[src/rtl/buf_arb_pkg.sv]
// Shared types and constants for the tile-buffer port arbiter.
package buf_arb_pkg;

    typedef enum logic {
        IDLE      = 1'b0,
        READ_WAIT = 1'b1
    } arb_state_e;

    localparam int unsigned REQ_GEMV = 0;
    localparam int unsigned REQ_RELU = 1;
    localparam int unsigned REQ_LOAD = 2;

    localparam int unsigned BUF_ID_W = 5;

endpackage

[src/rtl/buf_port_arbiter_if.sv]
// Requester-side and buffer-side signal bundle of the tile-buffer port arbiter.
interface buf_port_arbiter_if #(
    parameter int unsigned NUM_REQ    = 3,
    parameter int unsigned DATA_WIDTH = 8,
    parameter int unsigned TILE_ELEMS = 32
);
    localparam int unsigned ID_W = buf_arb_pkg::BUF_ID_W;

    logic [NUM_REQ-1:0]                                   req_read_en;
    logic [NUM_REQ-1:0][ID_W-1:0]                         req_read_buf_id;
    logic [NUM_REQ-1:0]                                   req_write_en;
    logic [NUM_REQ-1:0][ID_W-1:0]                         req_write_buf_id;
    logic signed [NUM_REQ-1:0][TILE_ELEMS-1:0][DATA_WIDTH-1:0] req_write_tile;
    logic [NUM_REQ-1:0]                                   req_read_valid;
    logic signed [TILE_ELEMS-1:0][DATA_WIDTH-1:0]         req_read_tile;

    logic                                                 buf_read_enable;
    logic [ID_W-1:0]                                      buf_read_buffer_id;
    logic signed [TILE_ELEMS-1:0][DATA_WIDTH-1:0]         buf_read_tile;
    logic                                                 buf_read_valid;
    logic                                                 buf_write_enable;
    logic [ID_W-1:0]                                      buf_write_buffer_id;
    logic signed [TILE_ELEMS-1:0][DATA_WIDTH-1:0]         buf_write_tile;

    // Arbiter view
    modport slave (
        input  req_read_en, req_read_buf_id, req_write_en, req_write_buf_id, req_write_tile,
        input  buf_read_tile, buf_read_valid,
        output req_read_valid, req_read_tile,
        output buf_read_enable, buf_read_buffer_id, buf_write_enable, buf_write_buffer_id,
        output buf_write_tile
    );

    // Requesters plus buffer view
    modport master (
        output req_read_en, req_read_buf_id, req_write_en, req_write_buf_id, req_write_tile,
        output buf_read_tile, buf_read_valid,
        input  req_read_valid, req_read_tile,
        input  buf_read_enable, buf_read_buffer_id, buf_write_enable, buf_write_buffer_id,
        input  buf_write_tile
    );

endinterface

[src/rtl/rr_arbiter.sv]
// Round-robin pick: first set request bit at or after the start pointer, one-hot out.
module rr_arbiter #(
    parameter int unsigned N     = 3,
    parameter int unsigned PTR_W = 2
) (
    input  logic [N-1:0]     req,
    input  logic [PTR_W-1:0] start,
    output logic [N-1:0]     grant
);

    logic found;

    always_comb begin
        grant = '0;
        found = 1'b0;
        for (int unsigned i = 0; i < N; i++) begin
            if (!found && req[PTR_W'((32'(start) + i) % N)]) begin
                grant[PTR_W'((32'(start) + i) % N)] = 1'b1;
                found = 1'b1;
            end
        end
    end

endmodule

[src/rtl/buf_port_arbiter.sv]
// Arbitrates GEMV/ReLU/LOAD tile reads and writes onto a single buffer port,
// with one outstanding read at a time, read timeout and sticky error flags.
module buf_port_arbiter #(
    parameter int unsigned NUM_REQ    = 3,
    parameter int unsigned DATA_WIDTH = 8,
    parameter int unsigned TILE_ELEMS = 32,
    parameter int unsigned TIMEOUT    = 255
) (
    input  logic              clk,
    input  logic              rst,
    buf_port_arbiter_if.slave bus,
    input  logic              err_clear,
    output logic              busy,
    output logic              err_timeout,
    output logic              err_overflow
);
    import buf_arb_pkg::*;

    localparam int unsigned PTR_W = (NUM_REQ > 1) ? $clog2(NUM_REQ) : 1;
    localparam int unsigned CNT_W = $clog2(TIMEOUT + 1);

    typedef logic signed [TILE_ELEMS-1:0][DATA_WIDTH-1:0] tile_t;
    typedef logic [BUF_ID_W-1:0]                          buf_id_t;

    arb_state_e                state_q, state_d;
    logic [NUM_REQ-1:0]        rd_pend_q, rd_pend_d, wr_pend_q, wr_pend_d;
    buf_id_t [NUM_REQ-1:0]     rd_id_q, rd_id_d, wr_id_q, wr_id_d;
    tile_t [NUM_REQ-1:0]       wr_tile_q, wr_tile_d;
    logic [PTR_W-1:0]          last_grant_q, last_grant_d, owner_q, owner_d;
    logic [CNT_W-1:0]          wait_cnt_q, wait_cnt_d;
    logic                      rd_en_q, rd_en_d, wr_en_q, wr_en_d;
    buf_id_t                   rd_bid_q, rd_bid_d, wr_bid_q, wr_bid_d;
    tile_t                     wr_data_q, wr_data_d;
    logic                      busy_q, busy_d;
    logic                      err_tmo_q, err_tmo_d, err_ovf_q, err_ovf_d;

    logic [NUM_REQ-1:0]        rd_eff, wr_eff, req_vec, grant;
    buf_id_t [NUM_REQ-1:0]     rd_id_eff, wr_id_eff;
    tile_t [NUM_REQ-1:0]       wr_tile_eff;
    logic                      ovf_evt, tmo_evt, rsp_hit;
    logic [PTR_W-1:0]          start_ptr, sel;

    // Slot view including this cycle's pulses; a pulse onto a full slot is dropped
    always_comb begin
        rd_eff      = rd_pend_q;
        wr_eff      = wr_pend_q;
        rd_id_eff   = rd_id_q;
        wr_id_eff   = wr_id_q;
        wr_tile_eff = wr_tile_q;
        ovf_evt     = 1'b0;
        for (int i = 0; i < NUM_REQ; i++) begin
            if (bus.req_read_en[i]) begin
                if (rd_pend_q[i]) begin
                    ovf_evt = 1'b1;
                end else begin
                    rd_eff[i]    = 1'b1;
                    rd_id_eff[i] = bus.req_read_buf_id[i];
                end
            end
            if (bus.req_write_en[i]) begin
                if (wr_pend_q[i]) begin
                    ovf_evt = 1'b1;
                end else begin
                    wr_eff[i]      = 1'b1;
                    wr_id_eff[i]   = bus.req_write_buf_id[i];
                    wr_tile_eff[i] = bus.req_write_tile[i];
                end
            end
        end
    end

    assign req_vec   = rd_eff | wr_eff;
    assign start_ptr = (last_grant_q == PTR_W'(NUM_REQ - 1)) ? '0 : last_grant_q + PTR_W'(1);

    rr_arbiter #(
        .N     (NUM_REQ),
        .PTR_W (PTR_W)
    ) u_rr (
        .req   (req_vec),
        .start (start_ptr),
        .grant (grant)
    );

    always_comb begin
        sel = '0;
        for (int i = 0; i < NUM_REQ; i++) begin
            if (grant[i]) sel = PTR_W'(i);
        end
    end

    // Next-state: grant in IDLE (write before read), wait/timeout in READ_WAIT
    always_comb begin
        state_d      = state_q;
        rd_pend_d    = rd_eff;
        wr_pend_d    = wr_eff;
        rd_id_d      = rd_id_eff;
        wr_id_d      = wr_id_eff;
        wr_tile_d    = wr_tile_eff;
        last_grant_d = last_grant_q;
        owner_d      = owner_q;
        wait_cnt_d   = wait_cnt_q;
        rd_en_d      = 1'b0;
        rd_bid_d     = '0;
        wr_en_d      = 1'b0;
        wr_bid_d     = '0;
        wr_data_d    = '0;
        tmo_evt      = 1'b0;

        case (state_q)
            IDLE: begin
                if (|grant) begin
                    last_grant_d = sel;
                    if (wr_eff[sel]) begin
                        wr_en_d        = 1'b1;
                        wr_bid_d       = wr_id_eff[sel];
                        wr_data_d      = wr_tile_eff[sel];
                        wr_pend_d[sel] = 1'b0;
                    end else begin
                        rd_en_d        = 1'b1;
                        rd_bid_d       = rd_id_eff[sel];
                        rd_pend_d[sel] = 1'b0;
                        owner_d        = sel;
                        wait_cnt_d     = '0;
                        state_d        = READ_WAIT;
                    end
                end
            end
            READ_WAIT: begin
                if (bus.buf_read_valid) begin
                    state_d = IDLE;
                end else if (wait_cnt_q == CNT_W'(TIMEOUT - 1)) begin
                    tmo_evt = 1'b1;
                    state_d = IDLE;
                end else begin
                    wait_cnt_d = wait_cnt_q + CNT_W'(1);
                end
            end
            default: state_d = IDLE;
        endcase

        busy_d    = (|rd_pend_d) | (|wr_pend_d) | (state_d == READ_WAIT);
        err_tmo_d = (err_tmo_q & ~err_clear) | tmo_evt;
        err_ovf_d = (err_ovf_q & ~err_clear) | ovf_evt;
    end

    always_ff @(posedge clk or posedge rst) begin
        if (rst) begin
            state_q      <= IDLE;
            rd_pend_q    <= '0;
            wr_pend_q    <= '0;
            rd_id_q      <= '0;
            wr_id_q      <= '0;
            wr_tile_q    <= '0;
            last_grant_q <= PTR_W'(NUM_REQ - 1);
            owner_q      <= '0;
            wait_cnt_q   <= '0;
            rd_en_q      <= 1'b0;
            rd_bid_q     <= '0;
            wr_en_q      <= 1'b0;
            wr_bid_q     <= '0;
            wr_data_q    <= '0;
            busy_q       <= 1'b0;
            err_tmo_q    <= 1'b0;
            err_ovf_q    <= 1'b0;
        end else begin
            state_q      <= state_d;
            rd_pend_q    <= rd_pend_d;
            wr_pend_q    <= wr_pend_d;
            rd_id_q      <= rd_id_d;
            wr_id_q      <= wr_id_d;
            wr_tile_q    <= wr_tile_d;
            last_grant_q <= last_grant_d;
            owner_q      <= owner_d;
            wait_cnt_q   <= wait_cnt_d;
            rd_en_q      <= rd_en_d;
            rd_bid_q     <= rd_bid_d;
            wr_en_q      <= wr_en_d;
            wr_bid_q     <= wr_bid_d;
            wr_data_q    <= wr_data_d;
            busy_q       <= busy_d;
            err_tmo_q    <= err_tmo_d;
            err_ovf_q    <= err_ovf_d;
        end
    end

    // Read data passes straight through to the owner while a read is outstanding
    always_comb begin
        rsp_hit            = (state_q == READ_WAIT) && bus.buf_read_valid;
        bus.req_read_tile  = rsp_hit ? bus.buf_read_tile : '0;
        bus.req_read_valid = '0;
        for (int i = 0; i < NUM_REQ; i++) begin
            bus.req_read_valid[i] = rsp_hit && (owner_q == PTR_W'(i));
        end
    end

    assign bus.buf_read_enable     = rd_en_q;
    assign bus.buf_read_buffer_id  = rd_bid_q;
    assign bus.buf_write_enable    = wr_en_q;
    assign bus.buf_write_buffer_id = wr_bid_q;
    assign bus.buf_write_tile      = wr_data_q;
    assign busy                    = busy_q;
    assign err_timeout             = err_tmo_q;
    assign err_overflow            = err_ovf_q;

endmodule
[src/flat_wrapper.sv]
// flat-port wrapper written by rule: the top's interface ports become plain ports
module buf_port_arbiter_flat import buf_arb_pkg::*;
#(
    parameter int unsigned NUM_REQ    = 3,
    parameter int unsigned DATA_WIDTH = 8,
    parameter int unsigned TILE_ELEMS = 32,
    parameter int unsigned TIMEOUT    = 255
)
  (clk, rst, err_clear, busy, err_timeout, err_overflow, bus_req_read_en, bus_req_read_buf_id, bus_req_write_en, bus_req_write_buf_id, bus_req_write_tile, bus_buf_read_tile, bus_buf_read_valid, bus_req_read_valid, bus_req_read_tile, bus_buf_read_enable, bus_buf_read_buffer_id, bus_buf_write_enable, bus_buf_write_buffer_id, bus_buf_write_tile);
  buf_port_arbiter_if #(.NUM_REQ(NUM_REQ), .DATA_WIDTH(DATA_WIDTH), .TILE_ELEMS(TILE_ELEMS)) bus_i ();
  input  logic clk;
  input  logic rst;
  input  logic err_clear;
  output logic busy;
  output logic err_timeout;
  output logic err_overflow;
  input wire logic [$bits(bus_i.req_read_en)-1:0] bus_req_read_en;
  input wire logic [$bits(bus_i.req_read_buf_id)-1:0] bus_req_read_buf_id;
  input wire logic [$bits(bus_i.req_write_en)-1:0] bus_req_write_en;
  input wire logic [$bits(bus_i.req_write_buf_id)-1:0] bus_req_write_buf_id;
  input wire logic [$bits(bus_i.req_write_tile)-1:0] bus_req_write_tile;
  input wire logic [$bits(bus_i.buf_read_tile)-1:0] bus_buf_read_tile;
  input wire logic [$bits(bus_i.buf_read_valid)-1:0] bus_buf_read_valid;
  output wire logic [$bits(bus_i.req_read_valid)-1:0] bus_req_read_valid;
  output wire logic [$bits(bus_i.req_read_tile)-1:0] bus_req_read_tile;
  output wire logic [$bits(bus_i.buf_read_enable)-1:0] bus_buf_read_enable;
  output wire logic [$bits(bus_i.buf_read_buffer_id)-1:0] bus_buf_read_buffer_id;
  output wire logic [$bits(bus_i.buf_write_enable)-1:0] bus_buf_write_enable;
  output wire logic [$bits(bus_i.buf_write_buffer_id)-1:0] bus_buf_write_buffer_id;
  output wire logic [$bits(bus_i.buf_write_tile)-1:0] bus_buf_write_tile;
  assign bus_i.req_read_en = bus_req_read_en;
  assign bus_i.req_read_buf_id = bus_req_read_buf_id;
  assign bus_i.req_write_en = bus_req_write_en;
  assign bus_i.req_write_buf_id = bus_req_write_buf_id;
  assign bus_i.req_write_tile = bus_req_write_tile;
  assign bus_i.buf_read_tile = bus_buf_read_tile;
  assign bus_i.buf_read_valid = bus_buf_read_valid;
  assign bus_req_read_valid = bus_i.req_read_valid;
  assign bus_req_read_tile = bus_i.req_read_tile;
  assign bus_buf_read_enable = bus_i.buf_read_enable;
  assign bus_buf_read_buffer_id = bus_i.buf_read_buffer_id;
  assign bus_buf_write_enable = bus_i.buf_write_enable;
  assign bus_buf_write_buffer_id = bus_i.buf_write_buffer_id;
  assign bus_buf_write_tile = bus_i.buf_write_tile;
  buf_port_arbiter #(.NUM_REQ(NUM_REQ), .DATA_WIDTH(DATA_WIDTH), .TILE_ELEMS(TILE_ELEMS), .TIMEOUT(TIMEOUT)) u_core (.clk(clk), .rst(rst), .bus(bus_i), .err_clear(err_clear), .busy(busy), .err_timeout(err_timeout), .err_overflow(err_overflow));
endmodule
[config.mk]
export PLATFORM = sky130hd
export DESIGN_NAME = buf_port_arbiter_flat
export DESIGN_NICKNAME = d
export VERILOG_FILES = /design/src/rtl/buf_arb_pkg.sv /design/src/rtl/buf_port_arbiter_if.sv /design/src/rtl/rr_arbiter.sv /design/src/rtl/buf_port_arbiter.sv /design/src/flat_wrapper.sv
export SDC_FILE = /design/constraint.sdc
export NUM_CORES = 2
export LEC_CHECK = 0
export CAP_MARGIN = 20
export CORE_AREA = 3 3 613 615
export CTS_BUF_LIST = sky130_fd_sc_hd__clkbuf_16
export DETAILED_ROUTE_END_ITERATION = 12
export DIE_AREA = 0 0 616 618
export SLEW_MARGIN = 25
export SYNTH_ARGS = -nofsm -noshare
export SYNTH_HDL_FRONTEND = slang
export SYNTH_SLANG_ARGS = --single-unit
[constraint.sdc]
create_clock -name clk -period 50.8 [get_ports clk]
set_clock_uncertainty 0.1 [all_clocks]
set_input_delay 15.24 -clock clk [delete_from_list [all_inputs] [get_ports clk]]
set_output_delay 15.24 -clock clk [all_outputs]
set_load 0.02 [all_outputs]
==> results.md <==
* TritonCTS Buffers at 145
* Syn Inst Count at 3630
* Avg WL per Cell at 34.2 um
* Hold WS at 0.390 ns
* Placed cell area at 68000 um^2
* Fin area at 72700 um^2
* CTS hold repair buffers at 0
* FP Rows at 224
* #FFs+latches synth at 1088
* Via-to-Cell Ratio at 3.68
* Clk Latency, worst-skew pair at 0.83 ns
* Synthesized area at 46400 um^2
* Required time of the critical path at 35.46 ns
* Initial antenna violation count at 373
* RSZ-0062 raised after global routing: false
* CP arrival at 17.95 ns
* Fin nets at 6207
* Pwr dens at 61.6 nW/um^2
* Gpl congestion at 0.921
* Area grow syn2layout at 56.6%
* Final hold violations at 0
* Initial core utilization at 12.5%
* Top cells by area, synth: dfrtp_1 59%, mux2_2 19%, a311oi_2 5.8%
* Vias in the first global route at 38000
* Yosys warnings at 0
* Core ar. at 371000 um^2
* Endpoint class of the critical path: output pin
* Period utilization at 65.5%
* Final ANT Viol Nets at 0
* Slew Limit Fails at 0
* Status: finished clean
* First-pass GRT wire length at 439 mm
* CTS tree: yes
* DRT Pass-1 Iters at 7
* Leakage at 29.3 nW
* Register area share after synthesis at 58.7%
* Library cells used by synthesis at 61
* Crit Path Max Fanout at 79
* Worst-path clk slew at 0.05 ns
* Ys flop type: dfrtp_1
* Die height at 618 um
* Postcts setup bufs at 0
* Area leader, netlist: dfrtp_1
* Die span in x at 616 um
* Cts repair resizes at 0
* Fillers at 40500
* Syn Nets at 4697
* Max-cap violations at 0
* Clock buffer depth at 4
* Initial DRC count at 2805
* Reg area at 27200 um^2
* Setup Viol. Count Final at 0
* Peak Freq at 30.0 MHz
* Gr ovfl total at 0
* Multi-input logic area at 18000 um^2
* Synth top cells by count: 1087 x dfrtp_1, 798 x mux2_2, 532 x nand2_1
* Placed insts at 9963
* Number of synthesized flops with an enable pin at 0
* Fin cells at 10300
* # IOs at 1594
* Top-count cell post-synth: dfrtp_1
* Relative slew slack at 22.4%
* DP HPWL at 293 mm
* Htree depth at 4
* Clock root buffer: clkbuf_16
* Syn_area_per_cell at 12.8 um^2
* Die area at 381000 um^2
* Share of post-route cells with drive strength above 1 at 24.2%
* CTS sink count at 1088
* Share of Yosys cell area claimed by the top area cell type at 58.6%
* Async set-reset flop share out of synthesis at 100%
* Min cycle time layout at 33.29 ns
* Critical path class: in2out
* Setup TNS at 0 ns
* VDD IR-drop max at 0.0659 mV
* Worst slew pin tran at 1.16 ns
* Final wirelength at 351 mm
* Total Routing Usage GR at 17.8%
* Via count at 37800
* Largest net degree at the start of global routing at 171
* Residual DRC at 0
* Startpoint Class: primary input
* # port buffers at 1593
* Hold Crit Class: reg2reg
[worst paths after layout]
path	startpoint	end	slack (ns)	cells past startpoint
min in group asynchronous	rst	u_core.bus.buf_write_tile[234]$_DFF_PP0_	14.88	2
worst min-delay path	u_core.wr_tile_q[393]$_DFF_PP0_	u_core.wr_tile_q[393]$_DFF_PP0_	0.39	1
worst max register to register	u_core.last_grant_q[0]$_DFFE_PP0P_	u_core.bus.buf_write_tile[138]$_DFF_PP0_	44.55	12
worst max-delay path	bus_buf_read_valid	bus_req_read_tile[235]	17.51	5
max in group asynchronous	rst	u_core.wr_tile_q[592]$_DFF_PP0_	30.67	9
worst min register to register	u_core.wr_tile_q[393]$_DFF_PP0_	u_core.wr_tile_q[393]$_DFF_PP0_	0.39	1
[per-stage QoR]
step	util [%]	setup WS [ns]	power, mW
6_report	19.6	17.51	4.48
5_1_grt	19.5	17.38	4.72
4_1_cts	19.5	17.49	4.55
3_5_place_dp	18.3	17.49	3.50
3_3_place_gp	18.3	17.48	3.48
2_1_floorplan	-	4.83	2.64
[critical path, stage by stage]
cell and delay, ns:
buf_6 0.26, buf_4 0.53, buf_4 0.75, and3_1 0.31, clkdlybuf4s50_1 0.69
[registers in the layout, summed over array words and instances (netlist names)]
name / cells
u_core.wr_id_q: 15
u_core.err_timeout: 1
u_core.wait_cnt_q: 8
u_core.owner_q: 2
u_core.bus.buf_read_enable: 1
u_core.busy: 1
u_core.wr_pend_q: 3
u_core.rd_pend_q: 3
u_core.bus.buf_read_buffer_id: 5
u_core.bus.buf_write_enable: 1
u_core.bus.buf_write_buffer_id: 5
u_core.err_overflow: 1
u_core.bus.buf_write_tile: 256
u_core.state_q: 1
u_core.rd_id_q: 15
u_core.wr_tile_q: 768
u_core.last_grant_q: 2
[cells by family (layout without fill, tap and decap cells)]
group / Yosys count / after routing / synth area share (%)
compound gates: 311 / 311 / 8.16
xor+xnor: 6 / 6 / 0.113
fa+ha+maj: 3 / 3 / 0.0809
buf+inv: 302 / 1914 / 2.78
flops: 1088 / 1088 / 58.7
mux: 803 / 803 / 19.5
other cells: 0 / 65 / 0
simple gates: 1117 / 1117 / 10.7
[cells in the final DEF, fill, tap and decap left out, drive strengths merged, types with 10 or more instances in the layout]
master,count
clkdlybuf4s50,1592
and3,257
a311oi,256
nand2,532
inv,38
clkbuf,147
dfrtp,1087
diode,65
mux2,798
nand2b,10
buf,65
bufinv,12
nor2,277
clkinv,56
[report_power, final]
group / internal [mW] / total, mW / switching, mW
clock network: 0.587 / 1.02 / 0.428
logic: 0.806 / 2.07 / 1.27
registers: 1.28 / 1.39 / 0.114
[per-layer routing]
| metal | track usage, % | wire length (um) | up-vias |
|---|---|---|---|
| li1 | - | - | 15900 |
| met5 | 0 | 919 | - |
| met3 | 5.75 | 27400 | 808 |
| met2 | 29.1 | 162000 | 1940 |
| met4 | 3.84 | 10700 | 140 |
| met1 | 22.6 | 150000 | 19000 |
[area by class of cell]
class | count | area share [%]
clock inverter | 102 | 1.16
tap | 4972 | 8.56
timing repair buffer | 1657 | 22.7
inverter | 8 | 0.0516
multi-input combinational | 2240 | 24.7
sequential | 1088 | 37.5
antenna | 65 | 0.224
clock buffer | 147 | 5.06
Power figures use the tool's default switching activity.
